==> src/rtl/siso_shift_ctrl_pkg.sv <==
// Shared types for the two-requester serial shift controller.
// State encoding, default sizing and requester ids.
package siso_shift_ctrl_pkg;

    localparam int DEF_WIDTH      = 8;
    localparam int DEF_GAP_CYCLES = 1;

    typedef enum logic [1:0] {
        ST_IDLE  = 2'd0,
        ST_SHIFT = 2'd1,
        ST_GAP   = 2'd2
    } state_e;

    typedef logic req_id_t;

    localparam req_id_t REQ0 = 1'b0;
    localparam req_id_t REQ1 = 1'b1;

    function automatic req_id_t other_req(input req_id_t id);
        return ~id;
    endfunction

endpackage

==> src/rtl/siso_shift_ctrl_piso.sv <==
// Parallel-load, shift-right register feeding the serial path.
// Zeros enter at the MSB; bit 0 is the serial tap.
module piso_shift_reg
    import siso_shift_ctrl_pkg::*;
#(
    parameter int WIDTH = DEF_WIDTH
) (
    input  logic             clk,
    input  logic             rst_n,
    input  logic             load,
    input  logic             shift,
    input  logic [WIDTH-1:0] d,
    output logic             q0
);

    logic [WIDTH-1:0] sr_q;
    logic [WIDTH-1:0] sr_d;

    always_comb begin
        sr_d = sr_q;
        if (load) begin
            sr_d = d;
        end else if (shift) begin
            sr_d = {1'b0, sr_q[WIDTH-1:1]};
        end
    end

    always_ff @(posedge clk or negedge rst_n) begin
        if (!rst_n) begin
            sr_q <= '0;
        end else begin
            sr_q <= sr_d;
        end
    end

    assign q0 = sr_q[0];

endmodule

==> src/rtl/siso_shift_ctrl.sv <==
// Round-robin front end for a shared serial shift chain.
// Accepts one word, sends it LSB-first under frame, then idles.
module siso_shift_ctrl
    import siso_shift_ctrl_pkg::*;
#(
    parameter int WIDTH      = DEF_WIDTH,
    parameter int GAP_CYCLES = DEF_GAP_CYCLES
) (
    input  logic             clk,
    input  logic             rst_n,
    input  logic             req0_valid,
    input  logic [WIDTH-1:0] req0_data,
    output logic             req0_ready,
    input  logic             req1_valid,
    input  logic [WIDTH-1:0] req1_data,
    output logic             req1_ready,
    output logic             serial_out,
    output logic             frame,
    output logic             busy,
    output req_id_t          grant_id
);

    localparam int CW = $clog2(WIDTH + 1);
    localparam int GW = (GAP_CYCLES > 0) ? $clog2(GAP_CYCLES + 1) : 1;

    localparam logic [CW-1:0] BIT_LAST = CW'(WIDTH - 1);
    localparam logic [GW-1:0] GAP_LAST =
        GW'((GAP_CYCLES > 0) ? GAP_CYCLES - 1 : 0);

    state_e          state_q;
    logic [CW-1:0]   bit_q;
    logic [GW-1:0]   gap_q;
    req_id_t         grant_q;
    req_id_t         ptr_q;
    logic            frame_q;
    logic            busy_q;

    logic            gnt0;
    logic            gnt1;
    logic            idle;
    logic            accept;
    logic            shift_en;
    logic            q0;
    req_id_t         win;
    logic [WIDTH-1:0] win_data;

    // ptr_q names the requester that wins a tie.
    assign gnt0 = req0_valid && (!req1_valid || ptr_q == REQ0);
    assign gnt1 = req1_valid && (!req0_valid || ptr_q == REQ1);

    assign idle       = (state_q == ST_IDLE);
    assign req0_ready = idle && gnt0;
    assign req1_ready = idle && gnt1;
    assign accept     = req0_ready || req1_ready;
    assign win        = gnt1 ? REQ1 : REQ0;
    assign win_data   = gnt1 ? req1_data : req0_data;
    assign shift_en   = (state_q == ST_SHIFT);

    always_ff @(posedge clk or negedge rst_n) begin
        if (!rst_n) begin
            state_q <= ST_IDLE;
            bit_q   <= '0;
            gap_q   <= '0;
            grant_q <= REQ0;
            ptr_q   <= REQ0;
            frame_q <= 1'b0;
            busy_q  <= 1'b0;
        end else begin
            unique case (state_q)
                ST_IDLE: begin
                    if (accept) begin
                        state_q <= ST_SHIFT;
                        bit_q   <= '0;
                        grant_q <= win;
                        ptr_q   <= other_req(win);
                        frame_q <= 1'b1;
                        busy_q  <= 1'b1;
                    end
                end
                ST_SHIFT: begin
                    if (bit_q == BIT_LAST) begin
                        bit_q   <= '0;
                        frame_q <= 1'b0;
                        if (GAP_CYCLES == 0) begin
                            state_q <= ST_IDLE;
                            busy_q  <= 1'b0;
                        end else begin
                            state_q <= ST_GAP;
                            gap_q   <= '0;
                        end
                    end else begin
                        bit_q <= bit_q + CW'(1);
                    end
                end
                ST_GAP: begin
                    if (gap_q == GAP_LAST) begin
                        state_q <= ST_IDLE;
                        gap_q   <= '0;
                        busy_q  <= 1'b0;
                    end else begin
                        gap_q <= gap_q + GW'(1);
                    end
                end
                default: begin
                    state_q <= ST_IDLE;
                    frame_q <= 1'b0;
                    busy_q  <= 1'b0;
                end
            endcase
        end
    end

    piso_shift_reg #(
        .WIDTH (WIDTH)
    ) u_piso (
        .clk   (clk),
        .rst_n (rst_n),
        .load  (accept),
        .shift (shift_en),
        .d     (win_data),
        .q0    (q0)
    );

    // Gated by frame so the line sits at 0 outside data bits and in reset.
    assign serial_out = frame_q & q0;
    assign frame      = frame_q;
    assign busy       = busy_q;
    assign grant_id   = grant_q;

endmodule

==> config.mk <==
export PLATFORM = sky130hd
export DESIGN_NAME = siso_shift_ctrl
export DESIGN_NICKNAME = d
export VERILOG_FILES = /design/src/rtl/siso_shift_ctrl_pkg.sv /design/src/rtl/siso_shift_ctrl_piso.sv /design/src/rtl/siso_shift_ctrl.sv
export SDC_FILE = /design/constraint.sdc
export NUM_CORES = 1
export LEC_CHECK = 0
export CAP_MARGIN = 20
export CORE_MARGIN = 5
export CORE_UTILIZATION = 40
export CTS_CLUSTER_SIZE = 25
export DETAILED_ROUTE_END_ITERATION = 16
export GPL_TIMING_DRIVEN = 1
export PLACE_DENSITY = 0.69
export SLEW_MARGIN = 10
export SYNTH_ARGS = -nofsm -noshare
export SYNTH_HDL_FRONTEND = slang
export SYNTH_SLANG_ARGS = --single-unit
==> constraint.sdc <==
create_clock -name clk -period 3.65 [get_ports clk]
set_input_delay 0.365 -clock clk [delete_from_list [all_inputs] [get_ports clk]]
set_output_delay 0.365 -clock clk [all_outputs]
set_load 0.01 [all_outputs]
==> flow_metrics.py <==
metrics = {
    "critical_path": {
        "slowest_delay_ns": 0.58,
        "crit_family": "buffers and inverters",
        "cp_max_fo": 9,
        "cp.required_ns": 3.28,
        "path_buf_inv": 3,
        "crit_top_cell": "clkdlybuf4s50_1",
        "critical_path.startpoint_type": "input pin",
        "cp.arrival_ns": 2.03,
        "critPathSlowestCell": "clkdlybuf4s50_1",
        "cp-end-kind": "primary output",
        "cp_cell_sequence": "clkdlybuf4s50_1, o21ai_0, buf_4, nor3_1, clkdlybuf4s50_1",
        "path_class": "in -> out",
    },
    "floorplan": {
        "die_h_um": 57.9,
        "pin_count": 26,
        "fp-row-count": 17,
        "dieArea_mm2": 0.00335,
        "initial_utilization": 0.418,
        "core_area_mm2": 0.00219,
        "die_w_um": 57.9,
    },
    "clock_tree": {
        "postCtsResizedCells": 0,
        "clk_pin_slew_worst_paths_ns": 0.10,
        "cts_setup_buffers": 0,
        "numCtsBuffers": 3,
        "cts_buffer_depth": 2,
        "tritoncts": "yes",
        "htreeDepth": 1,
        "cts_root_buf": "clkbuf_4",
        "insertion_delay_ns": 0.29,
        "hold_buffers": 0,
        "clock-sinks": 18,
    },
    "synthesis": {
        "syn_area_per_cell_um2": 9.96,
        "synth_cell_types": 24,
        "syn_area_um2": 916,
        "synthArstFlopShare": 1.00,
        "yosysWarnings": 0,
        "yosys_register_bits": 18,
        "netlist_instances": 92,
        "synthesis.nets": 113,
        "synth_ff_type": "dfrtp_1",
        "synth_edf_count": 0,
        "yosysSeqAreaShare": 0.492,
    },
    "route": {
        "viasPerCell": 5.14,
        "drt-initial-drc-count": 20,
        "vias": 750,
        "ant_nets": 0,
        "firstDrtPassIters": 4,
        "drc": 0,
        "wire_per_inst_um": 12.8,
        "routed_wl_um": 1860,
    },
    "cells_and_area": {
        "nNetsFinal": 140,
        "layout_common_cells": "clkdlybuf4s50_1, dfrtp_1, nand2_1",
        "fin_util": 0.554,
        "layout_commonest_cell": "clkdlybuf4s50_1",
        "n_antenna_cell": 0,
        "finish.instance_area_mm2": 0.00121,
        "fillers": 199,
        "drive_gt1_frac": 0.102,
        "area_growth_pct": 32.5,
    },
    "grt": {
        "grt_max_degree": 19,
        "grt_pass1_vias": 731,
        "track_usage": 0.120,
        "grt_pass1_wl_um": 3160,
        "grt-ovfl-total": 0,
        "antenna_found_initial": 0,
    },
    "pwr": {
        "power_density_mw_per_mm2": 687,
        "ir_drop_mv": 0.321,
        "finalPower_w": 0.000834,
        "leakagePower_nw": 0.560,
    },
    "sta": {
        "slew_viol_final": 0,
        "setup_viol": 0,
        "worstMarginPinSlew_ns": 0.787,
        "hold_viol": 0,
        "min_period_ns": 2.40,
        "tns_ns": 0,
        "maxSlewHeadroom": 0.474,
        "rsz0062_at_grt": "false",
        "worst_slack_ns": 1.25,
        "max_freq_ghz": 0.417,
        "period_share": 0.657,
        "fin_skew_ns": 0.00581,
    },
    "placement": {
        "preCtsSetupSlack_ns": 1.25,
        "place_hpwl_um": 1430,
        "place_area_mm2": 0.00118,
        "gp_congestion": 0.691,
        "port_buffers": 25,
    },
    "run": {
        "maxCapViolations": 0,
    },
    "outcome": {
        "status": "complete, no violations",
    },
    "hold_path": {
        "hold_class": "reg -> reg",
    },
}
## routing by layer
layer	GRT usage	part of all wire	vias to the layer above	wire, µm
li1	-	-	375	-
met1	0.151	0.44	346	825
met2	0.195	0.48	23	896
met3	0.0267	0.052	6	96
met4	0.0596	0.025	0	46
met5	0	0	-	0
## power breakdown
group | total (W) | internal [W] | switching, W
Combinational | 0.000358 | 0.000189 | 0.000169
Clock | 0.000123 | 0.0000607 | 0.0000619
Sequential | 0.000353 | 0.000287 | 0.0000663
Total | 0.000834 | 0.000537 | 0.000297
## cell families (layout without fill, tap and decap cells)
family / count (synthesis) / after routing / synth area share
AO/OA/AOI/OAI: 24 / 24 / 0.164
buffers and inverters: 8 / 34 / 0.0505
multiplexers: 13 / 13 / 0.149
flip-flops: 18 / 18 / 0.492
AND/OR/NAND/NOR: 28 / 28 / 0.131
adder cells (fa/ha/maj): 1 / 1 / 0.0137
## final timing paths
check	slack, ns	cells past startpoint	startpoint	endpoint
setup / recovery	1.25	5	req1_valid	req1_ready
hold / removal	0.50	1	grant_id	grant_id
setup reg to reg	1.96	4	state_q[1]	u_piso.sr_q[2]
hold reg to reg	0.50	1	grant_id	grant_id
max in group asynchronous	2.64	1	rst_n	u_piso.sr_q[2]
min in group asynchronous	0.52	1	rst_n	bit_q[2]
## metrics by stage
stage	std cells	hold WS, ns
2_1_floorplan	92	0.0694
3_3_place_gp	142	0.468
3_5_place_dp	142	0.482
4_1_cts	146	0.506
5_1_grt	146	0.536
6_report	146	0.503
## state kept, by name, indices dropped and copies added, names as in the netlist
signal / flops
u_piso.sr_q: 8
bit_q: 4
grant_id: 1
busy: 1
state_q: 2
ptr_q: 1
frame: 1
## layout make-up
class                   instances  area, µm²  area share
clock buffers                   4       36.3      0.0299
inverters                       4       15.0      0.0124
multi-input cells              66        419       0.345
flip-flops and latches         18        450       0.371
well taps                      28       35.0      0.0289
repair buffers                 26        258       0.212
## worst register-to-register path, delay by kind of cell (launching register included)
family | cells | cell delay [ns]
AND/OR/NAND/NOR | 2 | 0.59
flip-flops | 1 | 0.49
multiplexers | 1 | 0.40
AO/OA/AOI/OAI | 1 | 0.07
## Yosys cell counts, types with 2 or more instances
cell,n,area (µm²)
mux2i_1,8,80.1
a31oi_1,2,12.5
dfrtp_1,18,450
mux2_2,5,56.3
inv_1,4,15.0
o21ai_0,12,60.1
nor3_1,3,15.0
nand2_1,15,56.3
buf_4,2,15.0
nor2_1,4,15.0
a21oi_1,3,15.0
o211ai_1,2,15.0
nand3_1,3,15.0
No activity file was read; power rests on OpenSTA's default activity.
